[src/rtl/mem_pkg.sv]
// Shared types and default widths for the MEM-stage load/store unit.
// Request and response bundles are sized by the default widths below.
package mem_pkg;

    localparam int unsigned WORD_LEN     = 16;
    localparam int unsigned ADDR_LEN     = 10;
    localparam int unsigned REG_ADDR_LEN = 3;
    localparam int unsigned RESP_DEPTH   = 2;

    typedef struct packed {
        logic                    we;
        logic [WORD_LEN-1:0]     addr;
        logic [WORD_LEN-1:0]     wdata;
        logic [REG_ADDR_LEN-1:0] rd;
    } lsu_req_t;

    typedef struct packed {
        logic [WORD_LEN-1:0]     data;
        logic [REG_ADDR_LEN-1:0] rd;
    } lsu_resp_t;

endpackage

[src/rtl/mem_lsu_fifo.sv]
// In-order response queue for completed loads.
// Uses wrap-around read/write pointers plus an occupancy count.
module lsu_resp_fifo
    import mem_pkg::*;
#(
    parameter int p_DEPTH = RESP_DEPTH,
    localparam int CW = $clog2(p_DEPTH + 1)
) (
    input  logic      i_clk,
    input  logic      i_rst_n,
    input  logic      i_push,
    input  lsu_resp_t i_push_data,
    input  logic      i_pop,
    output lsu_resp_t o_head,
    output logic      o_valid,
    output logic [CW-1:0] o_count
);

    localparam int PW = (p_DEPTH > 1) ? $clog2(p_DEPTH) : 1;

    lsu_resp_t       r_mem [p_DEPTH];
    logic [PW-1:0]   r_wr_ptr;
    logic [PW-1:0]   r_rd_ptr;
    logic [CW-1:0]   r_count;
    logic            w_pop;

    function automatic logic [PW-1:0] next_ptr(input logic [PW-1:0] p);
        return (p == PW'(p_DEPTH - 1)) ? '0 : p + PW'(1);
    endfunction

    assign o_valid = (r_count != '0);
    assign o_head  = r_mem[r_rd_ptr];
    assign o_count = r_count;
    assign w_pop   = i_pop & o_valid;

    always_ff @(posedge i_clk or negedge i_rst_n) begin
        if (!i_rst_n) begin
            r_wr_ptr <= '0;
            r_rd_ptr <= '0;
            r_count  <= '0;
        end else begin
            if (i_push) r_wr_ptr <= next_ptr(r_wr_ptr);
            if (w_pop)  r_rd_ptr <= next_ptr(r_rd_ptr);
            unique case ({i_push, w_pop})
                2'b10:   r_count <= r_count + CW'(1);
                2'b01:   r_count <= r_count - CW'(1);
                default: r_count <= r_count;
            endcase
        end
    end

    // Storage needs no reset: entries are only read while counted valid.
    always_ff @(posedge i_clk) begin
        if (i_push) r_mem[r_wr_ptr] <= i_push_data;
    end

endmodule

[src/rtl/mem_lsu.sv]
// MEM-stage load/store unit in front of a 1-cycle registered data memory.
// Loads return tagged and in order; the ready rule guarantees FIFO space.
module mem_lsu
    import mem_pkg::*;
#(
    parameter int p_WORD_LEN     = WORD_LEN,
    parameter int p_ADDR_LEN     = ADDR_LEN,
    parameter int p_REG_ADDR_LEN = REG_ADDR_LEN,
    parameter int p_RESP_DEPTH   = RESP_DEPTH
) (
    input  logic                      i_clk,
    input  logic                      i_rst_n,
    input  logic                      i_req_valid,
    output logic                      o_req_ready,
    input  logic                      i_req_we,
    input  logic [p_WORD_LEN-1:0]     i_req_addr,
    input  logic [p_WORD_LEN-1:0]     i_req_wdata,
    input  logic [p_REG_ADDR_LEN-1:0] i_req_rd,
    output logic                      o_mem_wr_en,
    output logic [p_ADDR_LEN-1:0]     o_mem_addr,
    output logic [p_WORD_LEN-1:0]     o_mem_wr_data,
    input  logic [p_WORD_LEN-1:0]     i_mem_rd_data,
    output logic                      o_resp_valid,
    input  logic                      i_resp_ready,
    output logic [p_WORD_LEN-1:0]     o_resp_data,
    output logic [p_REG_ADDR_LEN-1:0] o_resp_rd,
    output logic                      o_err_oob
);

    localparam int CW = $clog2(p_RESP_DEPTH + 1);

    lsu_req_t                  w_req;
    lsu_resp_t                 w_push_data;
    lsu_resp_t                 w_head;
    logic [CW-1:0]             w_count;
    logic [CW:0]               w_occ;
    logic                      w_accept;
    logic                      w_load_acc;
    logic                      w_oob;
    logic                      w_pop;
    logic                      r_s1_valid;
    logic [p_REG_ADDR_LEN-1:0] r_s1_rd;
    logic                      r_err_oob;

    assign w_req = '{we: i_req_we, addr: i_req_addr,
                     wdata: i_req_wdata, rd: i_req_rd};

    // Loads in flight count against FIFO space; no credit for a same-cycle pop.
    assign w_occ       = {1'b0, w_count} + {{CW{1'b0}}, r_s1_valid};
    assign o_req_ready = i_rst_n & (w_occ < (CW+1)'(p_RESP_DEPTH));

    assign w_accept      = i_req_valid & o_req_ready;
    assign w_load_acc    = w_accept & ~w_req.we;
    assign o_mem_wr_en   = w_accept & w_req.we;
    assign o_mem_addr    = w_req.addr[p_ADDR_LEN-1:0];
    assign o_mem_wr_data = w_req.wdata;
    assign w_oob         = |(w_req.addr >> p_ADDR_LEN);

    assign w_push_data = '{data: i_mem_rd_data, rd: r_s1_rd};
    assign w_pop       = o_resp_valid & i_resp_ready;
    assign o_resp_data = w_head.data;
    assign o_resp_rd   = w_head.rd;
    assign o_err_oob   = r_err_oob;

    always_ff @(posedge i_clk or negedge i_rst_n) begin
        if (!i_rst_n) begin
            r_s1_valid <= 1'b0;
            r_s1_rd    <= '0;
            r_err_oob  <= 1'b0;
        end else begin
            r_s1_valid <= w_load_acc;
            if (w_load_acc) r_s1_rd <= w_req.rd;
            if (w_accept && w_oob) r_err_oob <= 1'b1;
        end
    end

    lsu_resp_fifo #(
        .p_DEPTH (p_RESP_DEPTH)
    ) u_fifo (
        .i_clk       (i_clk),
        .i_rst_n     (i_rst_n),
        .i_push      (r_s1_valid),
        .i_push_data (w_push_data),
        .i_pop       (w_pop),
        .o_head      (w_head),
        .o_valid     (o_resp_valid),
        .o_count     (w_count)
    );

endmodule

[config.mk]
export PLATFORM = sky130hd
export DESIGN_NAME = mem_lsu
export DESIGN_NICKNAME = d
export VERILOG_FILES = /design/src/rtl/mem_pkg.sv /design/src/rtl/mem_lsu_fifo.sv /design/src/rtl/mem_lsu.sv
export SDC_FILE = /design/constraint.sdc
export NUM_CORES = 1
export LEC_CHECK = 0
export CORE_UTILIZATION = 39
export CTS_BUF_LIST = sky130_fd_sc_hd__clkbuf_8 sky130_fd_sc_hd__clkbuf_16
export CTS_CLUSTER_DIAMETER = 50
export DETAILED_ROUTE_END_ITERATION = 7
export PLACE_DENSITY = 0.82
export SKIP_CTS_REPAIR_TIMING = 1
export SYNTH_ARGS = -nofsm -noshare
export SYNTH_HDL_FRONTEND = slang
export SYNTH_SLANG_ARGS = --single-unit
[constraint.sdc]
create_clock -name i_clk -period 2.1 [get_ports i_clk]
set_clock_uncertainty 0.15 [all_clocks]
set_input_delay 0.42 -clock i_clk [delete_from_list [all_inputs] [get_ports i_clk]]
set_output_delay 0.42 -clock i_clk [all_outputs]
set_load 0.005 [all_outputs]
==> results by group, run 1 <==
Flow run
  – Max-cap violations: 0

Route
  – ANT nets after route: 0
  – DR iter-0 viols: 46
  – Routed WL: 3.34 mm
  – Drt pass-1 iters: 3
  – DR vias/cell: 4.61
  – DRC: 0
  – Vias: 1060
  – Routed WL per cell: 14.5 µm

Die
  – Core area: 4790 µm²
  – Die Span Y: 73.0 µm
  – Die area: 5330 µm²
  – Die W: 73.0 µm
  – Row count: 25
  – Starting density of the core: 41.1%
  – I/O Pins: 105

Place
  – Hpwl dp: 2.44 mm
  – DP Cell Count: 221
  – RD Place Congestion: 0.673
  – PortBufs: 52

Status
  – Status: complete, but fails checks
  – Violated checks: negative setup slack

STA
  – Slew margin rel.: 79.2%
  – Final Hold Viols: 0
  – Worst setup margin: -0.119 ns
  – Fin crit share: 106%
  – Tightest Pin Transition: 0.312 ns
  – Max Clk Rate: 451 MHz
  – Max-slew violation count: 0
  – RSZ-0062 raised after global routing: yes
  – Minimum clock period: 2.22 ns
  – Setup violators final: 19
  – Setup tns final: -1.94 ns

Clock network
  – Reg clk slew, reported paths: 0.08 ns
  – Clk root buf: clkbuf_8
  – Worst-Skew Late Latency: 0.29 ns
  – TritonCTS clock tree: yes
  – Max clock buf depth: 2
  – Cts bufs inserted: 5
  – H-tree lvl count: 2
  – # clock sinks: 47

Synthesis
  – #FFs+latches synth: 47
  – Post-synthesis cell type count: 19
  – Seq/Total Area, Yosys: 69.5%
  – FFs w/ async S/R, synth: 19.1%
  – Syn Nets: 176
  – Yosys top cell area share: 58.0%
  – Leading area contributor after synthesis: edfxtp_1
  – Mean Syn Cell Area: 16.5 µm²
  – Most used DFF post-synth: edfxtp_1
  – Mapped Area: 1970 µm²
  – Post-synth EDFFs: 38
  – Yosys warning count: 0
  – Synth area leaders: edfxtp_1, mux2_2, dfrtp_1
  – Gate Count Post-Synth: 119

Global routing
  – Initial antenna violation count: 0
  – Largest net degree at the start of global routing: 15
  – GRT Resource Usage Total: 13.4%
  – Global-route wire length before repair: 5.11 mm
  – Vias in the first global route: 1114
  – Total grt overflow: 0

Critical path
  – CP required: 1.53 ns
  – Startpoint Class: flop
  – Worst EP arrival: 1.65 ns
  – CP Max Fanout: 10
  – Kind of end point of the critical path: output pin
  – WS Path Type: flop to output pin
  – R2R depth: 6

Final layout
  – Nets: 220
  – Area growth from synthesis to layout: 30.0%
  – Layout cells sized above 1: 27.6%
  – # diodes: 0
  – Most frequent cells in the layout: clkdlybuf4s50_1, edfxtp_1, mux2_2
  – Most common cell after layout, fill and taps aside: clkdlybuf4s50_1
  – Utilization after layout: 53.4%
  – Fin cells: 230

Power
  – LEAKAGE: 0.953 nW
  – Pwr/cell area: 996 nW/µm²
  – Total Power: 2.55 mW
  – VDD IR-drop max: 0.441 mV

Min path
  – Hold Crit Class: input port to asynchronous set/reset pin
-- state kept, by name (all words and copies together) (netlist names) --
register         count
o_err_oob            1
r_s1_rd              3
u_fifo.r_wr_ptr      1
r_s1_valid           1
u_fifo.r_rd_ptr      1
u_fifo.o_count       2
u_fifo.r_mem        38
-- worst max-delay path, stage by stage (launching register included) --
cell and delay [ns]:
dfrtp_1 0.35, buf_4 0.20, mux2_2 0.35, clkdlybuf4s50_1 0.46
-- synthesized netlist by cell type (2+ instances only) --
cell type and instances:
buf_4 26, xnor2_1 2, nor2_1 3, dfrtp_1 9, mux2_2 22, edfxtp_1 38, and2_1 2, buf_2 2
xor2_1 3, inv_1 3
-- worst paths after layout --
path | slack, ns | start | to
max in group asynchronous | 1.38 | i_rst_n | r_s1_rd[2]$_DFFE_PN0P_
worst min-delay path | 0.28 | i_rst_n | u_fifo.o_count[1]$_DFFE_PN0P_
min in group i_clk | 0.33 | r_s1_rd[2]$_DFFE_PN0P_ | u_fifo.r_mem[1][2]$_DFFE_PP_
worst max-delay path | -0.12 | u_fifo.r_rd_ptr$_DFFE_PN0P_ | o_resp_data[11]
worst min register to register | 0.33 | r_s1_rd[2]$_DFFE_PN0P_ | u_fifo.r_mem[1][2]$_DFFE_PP_
worst max register to register | 0.27 | u_fifo.o_count[0]$_DFFE_PN0P_ | u_fifo.o_count[1]$_DFFE_PN0P_
-- cell type report --
class | instances | area, µm²
Tap cell | 67 | 83.8
Fill cell | 389 | 2230
Inverter | 3 | 11.3
Timing Repair Buffer | 65 | 626
Multi-Input combinational cell | 41 | 392
Clock inverter | 2 | 8.76
Sequential cell | 47 | 1370
Clock buffer | 5 | 68.8
-- cell families (layout without fill, tap and decap cells) --
kind of cell | Yosys count | count (layout) | share of synthesized area, %
AOI/OAI and AO/OA | 3 | 3 | 1.40
DFF | 47 | 47 | 69.5
muxes | 22 | 22 | 12.6
and+or+nand+nor | 10 | 10 | 2.67
buffers and inverters | 31 | 75 | 11.0
xor gates and xnor gates | 5 | 5 | 2.23
adders and majority gates | 1 | 1 | 0.636
-- report_power, final --
group / total, mW / switching (mW) / internal (mW)
Combinational: 0.840 / 0.295 / 0.545
Sequential: 1.21 / 0.0672 / 1.14
Clock: 0.494 / 0.273 / 0.222
-- layer usage --
metal	track usage, %	share of wire, %	vias up
li1	-	-	488
met1	14.2	36	515
met2	22.8	54	51
met3	6.35	9.3	6
met4	5.45	0.57	0
met5	0	0	-
-- stage by stage --
stage | area [µm²] | worst slack (ns) | hold slack, ns
6_report | 2560 | -0.119 | 0.283
5_1_grt | 2560 | -0.190 | 0.274
4_1_cts | 2530 | -0.451 | 0.275
3_5_place_dp | 2450 | -0.429 | 0.314
3_3_place_gp | 2450 | -0.421 | 0.303
2_1_floorplan | 1970 | 0.269 | -0.0256
Power figures use the tool's default switching activity.
==> run 2: changes to the inputs <==
PLACE_DENSITY = 0.81   (was 0.82)
==> run 2 against run 1 <==
The run still ends with negative setup slack left. Global-route usage increased by 0.29 points. Register-to-register slack worse by 0.02 ns. First-iteration DRC count is 57% lower. Critical path depth unchanged.
==> results by group, run 2 (synthesis results as in run 1) <==
Status
  – Status: complete, but fails checks
  – Violated checks: negative setup slack

Die
  – Die W: 73.0 µm (unchanged)
  – Die Span Y: 73.0 µm (unchanged)
  – Row count: 25 (unchanged)
  – I/O Pins: 105 (unchanged)
  – Starting density of the core: 41.1% (unchanged)
  – Core area: 4790 µm² (unchanged)
  – Die area: 5330 µm² (unchanged)

Global routing
  – Initial antenna violation count: 0 (unchanged)
  – Vias in the first global route: 1152 (+3.4%)
  – GRT Resource Usage Total: 13.7% (+0.29 points)
  – Global-route wire length before repair: 5.35 mm (+4.7%)
  – Largest net degree at the start of global routing: 15 (unchanged)
  – Total grt overflow: 0 (unchanged)

Critical path
  – Buf/Inv on CP: 2 (unchanged)
  – Startpoint Class: flop
  – CP required: 1.53 ns (about the same)
  – WS Path Type: flop to output pin
  – Cell family with most CP delay: buffers and inverters
  – Crit-path slowest cell: clkdlybuf4s50_1
  – CP Cell Sequence: buf_6 -> mux2_2 -> clkdlybuf4s50_1
  – CP max stage delay: 0.45 ns (about the same)
  – Kind of end point of the critical path: output pin
  – CP Max Fanout: 8 (-2)
  – Worst EP arrival: 1.60 ns (-0.05 ns)

Final layout
  – Most frequent cells in the layout: edfxtp_1, clkdlybuf4s50_1, mux2_2
  – Max reg flops: 38 (unchanged)
  – Most common cell after layout, fill and taps aside: edfxtp_1
  – Largest Register: u_fifo.r_mem
  – Nets: 222 (+0.91%)
  – Area growth from synthesis to layout: 34.2%
  – # diodes: 0 (unchanged)
  – Layout cells sized above 1: 28.9% (+1.3 points)
  – Fin cells: 233 (+1.3%)
  – Cell area after layout: 2640 µm² (+3.3%)

STA
  – Max Clk Rate: 460 MHz (+2.1%)
  – Worst setup margin: -0.0740 ns (+0.0449 ns)
  – Fin crit share: 104% (-2.1 points)
  – Max-slew violation count: 0 (unchanged)
  – Final Hold Viols: 0 (unchanged)
  – Minimum clock period: 2.17 ns (-0.0449 ns)
  – Hold_ws: 0.321 ns (+0.0378 ns)
  – Setup tns final: -0.286 ns (+1.65 ns)
  – Tightest Pin Transition: 0.330 ns (+0.0184 ns)
  – RSZ-0062 raised after global routing: yes
  – Slew margin rel.: 78.0% (-1.2 points)
  – Setup violators final: 4 (-15)

Place
  – Post-DP Area: 2460 µm² (+0.51%)
  – PortBufs: 52 (unchanged)
  – DP Cell Count: 221 (unchanged)
  – RD Place Congestion: 0.670 (-0.46%)
  – Hpwl dp: 2.41 mm (-1.0%)

Clock network
  – TritonCTS clock tree: yes
  – Clk root buf: clkbuf_8
  – # clock sinks: 47 (unchanged)
  – H-tree lvl count: 2 (unchanged)
  – Max clock buf depth: 2 (unchanged)
  – Cts bufs inserted: 5 (unchanged)
  – Reg clk slew, reported paths: 0.08 ns (about the same)
  – Worst-Skew Late Latency: 0.29 ns (about the same)

Route
  – DRC: 0 (unchanged)
  – Routed WL: 3.51 mm (+5.3%)
  – ANT nets after route: 0 (unchanged)
  – Vias: 1072 (+1.1%)
  – Drt pass-1 iters: 4 (+1)
  – DR iter-0 viols: 20 (-57%)
  – DR vias/cell: 4.60 (-0.17%)
  – Routed WL per cell: 15.1 µm (+3.9%)

Power
  – VDD IR-drop max: 0.530 mV (+20%)
  – Pwr/cell area: 970 nW/µm² (-2.6%)
  – LEAKAGE: 1.12 nW (+18%)

Min path
  – Hold Crit Class: flop to flop

Flow run
  – Max-cap violations: 0 (unchanged)
## run 2: cell types whose count changed in the layout (fill, tap and decap cells not counted), sizes merged
cell | before | now
dlygate4sd3 | 0 | 1
clkdlybuf4s50 | 49 | 33
buf | 13 | 14
dlymetal6s2s | 3 | 19
clkinv | 2 | 3
## run 2: final timing paths
kind	from	to	slack, ns	cells past startpoint
setup / recovery	u_fifo.r_rd_ptr$_DFFE_PN0P_	o_resp_rd[0]	-0.07	3
hold / removal	r_s1_rd[0]$_DFFE_PN0P_	u_fifo.r_mem[1][0]$_DFFE_PP_	0.32	0
setup reg to reg	u_fifo.o_count[0]$_DFFE_PN0P_	u_fifo.o_count[1]$_DFFE_PN0P_	0.25	6
hold reg to reg	r_s1_rd[0]$_DFFE_PN0P_	u_fifo.r_mem[1][0]$_DFFE_PP_	0.32	0
max in group asynchronous	i_rst_n	u_fifo.r_wr_ptr$_DFFE_PN0P_	1.18	3
min in group asynchronous	i_rst_n	u_fifo.o_count[0]$_DFFE_PN0P_	0.48	3
## run 2: stage by stage
step	total power [mW]	setup slack, ns	utilization (%)
global route	2.70	-0.149	55.2
global placement	2.02	-0.416	51.5
finish	2.56	-0.0740	55.2
CTS	2.56	-0.510	53.2
floorplan	1.64	0.269	-
detailed placement	2.04	-0.477	51.5
## run 2: report_power, final
part / switching, mW / internal (mW) / leakage (nW)
clock network: 0.286 / 0.228 / 0.0477
registers: 0.0670 / 1.14 / 0.449
logic: 0.293 / 0.543 / 0.624
total: 0.646 / 1.91 / 1.12
## run 2: final cells by class
type,instances,area (µm²)
Fill cell,384,2150
Sequential cell,47,1370
Timing Repair Buffer,67,703
Multi-Input combinational cell,41,392
Tap cell,67,83.8
Clock buffer,5,68.8
Clock inverter,3,15.0
Inverter,3,11.3
## run 2: layer usage
layer / GRT usage (%) / part of all wire, % / up-vias
met5: 0 / 0 / -
met4: 2.61 / 0.68 / 0
met3: 6.77 / 9.5 / 6
met2: 22.7 / 54 / 61
met1: 16.1 / 36 / 508
li1: - / - / 497
==> run 3: changes to the inputs <==
SYNTH_HIERARCHICAL = 1   (was default)
==> run 3 against run 2 <==
The run still ends with negative setup slack left. Final area decreased by 1.8%. Die area increased by 1.7%. Clock-buffer cell count increased by 1. Maximum frequency decreased by 1.3%. Non-clock buffer count decreased by 3. Clock power increased by 3%. Largest cell class unchanged. Largest power group unchanged.
==> results by group, run 3 <==
Final layout
  – # diodes: 0 (unchanged)
  – Most common cell after layout, fill and taps aside: clkdlybuf4s50_1
  – Most frequent cells in the layout: clkdlybuf4s50_1, edfxtp_1, mux2_2
  – Max reg flops: 38 (unchanged)
  – Area growth from synthesis to layout: 29.6%
  – Largest Register: u_fifo/r_mem
  – Nets: 219 (-1.4%)
  – Fin cells: 230 (-1.3%)
  – Layout cells sized above 1: 30.1% (+1.1 points)

Die
  – Core area: 4820 µm² (+0.65%)
  – I/O Pins: 105 (unchanged)
  – Die Span Y: 73.6 µm (+0.84%)
  – Row count: 25 (unchanged)
  – Die area: 5420 µm² (+1.7%)
  – Starting density of the core: 41.5% (+0.43 points)
  – Die W: 73.6 µm (+0.84%)

Critical path
  – Startpoint Class: flop
  – CP required: 1.53 ns (about the same)
  – Worst EP arrival: 1.63 ns (+0.03 ns)
  – Kind of end point of the critical path: output pin
  – CP Max Fanout: 6 (-2)
  – WS Path Type: flop to output pin

Clock network
  – Cts bufs inserted: 5 (unchanged)
  – Reg clk slew, reported paths: 0.08 ns (about the same)
  – TritonCTS clock tree: yes
  – # clock sinks: 47 (unchanged)
  – Worst-Skew Late Latency: 0.28 ns (about the same)
  – Max clock buf depth: 2 (unchanged)
  – Clk root buf: clkbuf_8
  – H-tree lvl count: 2 (unchanged)

Flow run
  – Max-cap violations: 0 (unchanged)

Global routing
  – Vias in the first global route: 1061 (-7.9%)
  – Total grt overflow: 0 (unchanged)
  – Largest net degree at the start of global routing: 15 (unchanged)
  – Global-route wire length before repair: 5.24 mm (-2.1%)
  – GRT Resource Usage Total: 13.5% (-0.16 points)
  – Initial antenna violation count: 0 (unchanged)

Route
  – Vias: 1039 (-3.1%)
  – Drt pass-1 iters: 3 (-1)
  – DRC: 0 (unchanged)
  – DR vias/cell: 4.52 (-1.8%)
  – Routed WL: 3.30 mm (-6.2%)
  – Routed WL per cell: 14.3 µm (-5.0%)
  – ANT nets after route: 0 (unchanged)
  – DR iter-0 viols: 41 (+110%)

STA
  – Worst setup margin: -0.103 ns (-0.0295 ns)
  – Final Hold Viols: 0 (unchanged)
  – Slew margin rel.: 75.5% (-2.5 points)
  – Max-slew violation count: 0 (unchanged)
  – RSZ-0062 raised after global routing: yes
  – Minimum clock period: 2.20 ns (+0.0295 ns)
  – Max Clk Rate: 454 MHz (-1.3%)
  – Setup violators final: 20 (+16)
  – Fin crit share: 105% (+1.4 points)
  – Tightest Pin Transition: 0.367 ns (+0.0373 ns)

Synthesis
  – Leading area contributor after synthesis: edfxtp_1
  – Synth area leaders: edfxtp_1, dfrtp_1, mux2_2
  – Most used DFF post-synth: edfxtp_1
  – Mapped Area: 2000 µm² (+1.7%)
  – Gate Count Post-Synth: 120 (+0.84%)
  – Seq/Total Area, Yosys: 68.3% (-1.2 points)
  – Yosys top cell area share: 57.0% (-0.98 points)
  – Mean Syn Cell Area: 16.7 µm² (+0.87%)
  – Post-synth top cells: edfxtp_1, buf_4, mux2_2
  – Post-synthesis cell type count: 22 (+3)
  – Syn Nets: 177 (+0.57%)
  – Post-synth EDFFs: 38 (unchanged)
  – Yosys warning count: 6 (+6)
  – FFs w/ async S/R, synth: 19.1% (unchanged)
  – #FFs+latches synth: 47 (unchanged)
  – Count leader, synth: edfxtp_1

Place
  – RD Place Congestion: 0.687 (+2.6%)
  – PortBufs: 52 (unchanged)
  – Hpwl dp: 2.41 mm (about the same)
  – Pre-CTS setup slack: -0.179 ns (+0.298 ns)
  – DP Cell Count: 218 (-1.4%)

Status
  – Violated checks: negative setup slack
  – Status: complete, but fails checks

Power
  – Total Power: 2.63 mW (+2.9%)
  – LEAKAGE: 0.971 nW (-13%)
  – Pwr/cell area: 1020 nW/µm² (+4.7%)
  – VDD IR-drop max: 0.498 mV (-6.0%)

Min path
  – Hold Crit Class: flop to flop
-- run 3: layout make-up --
| class | count | area [µm²] |
|---|---|---|
| clock buffer | 6 | 82.6 |
| inverter | 1 | 3.75 |
| tap | 67 | 83.8 |
| sequential | 47 | 1370 |
| multi-input combinational | 43 | 423 |
| timing repair buffer | 64 | 623 |
| fill | 406 | 2220 |
| clock inverter | 2 | 8.76 |
-- run 3: final timing paths --
check                                              start                             to  slack, ns  cells after the start
max                          u_fifo/r_rd_ptr$_DFFE_PN0P_                   o_resp_rd[2]      -0.10                      3
min                                o_err_oob$_DFFE_PN0P_          o_err_oob$_DFFE_PN0P_       0.34                      1
max reg2reg                u_fifo/o_count[0]$_DFFE_PN0P_  u_fifo/o_count[1]$_DFFE_PN0P_       0.13                      7
min reg2reg                        o_err_oob$_DFFE_PN0P_          o_err_oob$_DFFE_PN0P_       0.34                      1
max in group asynchronous                        i_rst_n  u_fifo/o_count[0]$_DFFE_PN0P_       1.17                      3
min in group asynchronous                        i_rst_n          o_err_oob$_DFFE_PN0P_       0.45                      3
-- run 3: cells by family after synthesis --
logic type | count (synthesis) | synth area share (%)
xor gates and xnor gates | 5 | 2.19
buffers and inverters | 30 | 11.0
AOI/OAI and AO/OA | 2 | 0.813
adders and majority gates | 1 | 0.625
muxes | 22 | 12.9
DFF | 47 | 68.3
and+or+nand+nor | 13 | 4.13
-- run 3: metal layers --
metal / vias to the layer above / part of all wire, % / track usage (%)
met5: - / 0 / 0
met4: 0 / 0.94 / 3.85
met3: 6 / 10 / 7.54
met2: 53 / 51 / 22.1
met1: 494 / 38 / 15.1
li1: 486 / - / -
-- run 3: stage by stage --
stage / hold slack, ns / cell area (µm²) / setup TNS (ns) / util [%]
floorplan: -0.0256 / 2000 / 0 / -
finish: 0.343 / 2590 / -1.62 / 53.8
global route: 0.372 / 2590 / -3.61 / 53.8
global placement: 0.295 / 2450 / -0.284 / 50.9
CTS: 0.259 / 2540 / -2.84 / 52.8
detailed placement: 0.314 / 2450 / -0.303 / 50.9
-- run 3: power breakdown --
part | switching, mW | internal (mW)
combinational | 0.299 | 0.586
clock | 0.269 | 0.261
sequential | 0.0740 | 1.15
-- run 3: worst max-delay path, cell delays in order (launching register included) --
cell and delay [ns]:
dfrtp_1 0.38, buf_4 0.16, mux2_2 0.34, clkdlybuf4s50_1 0.46
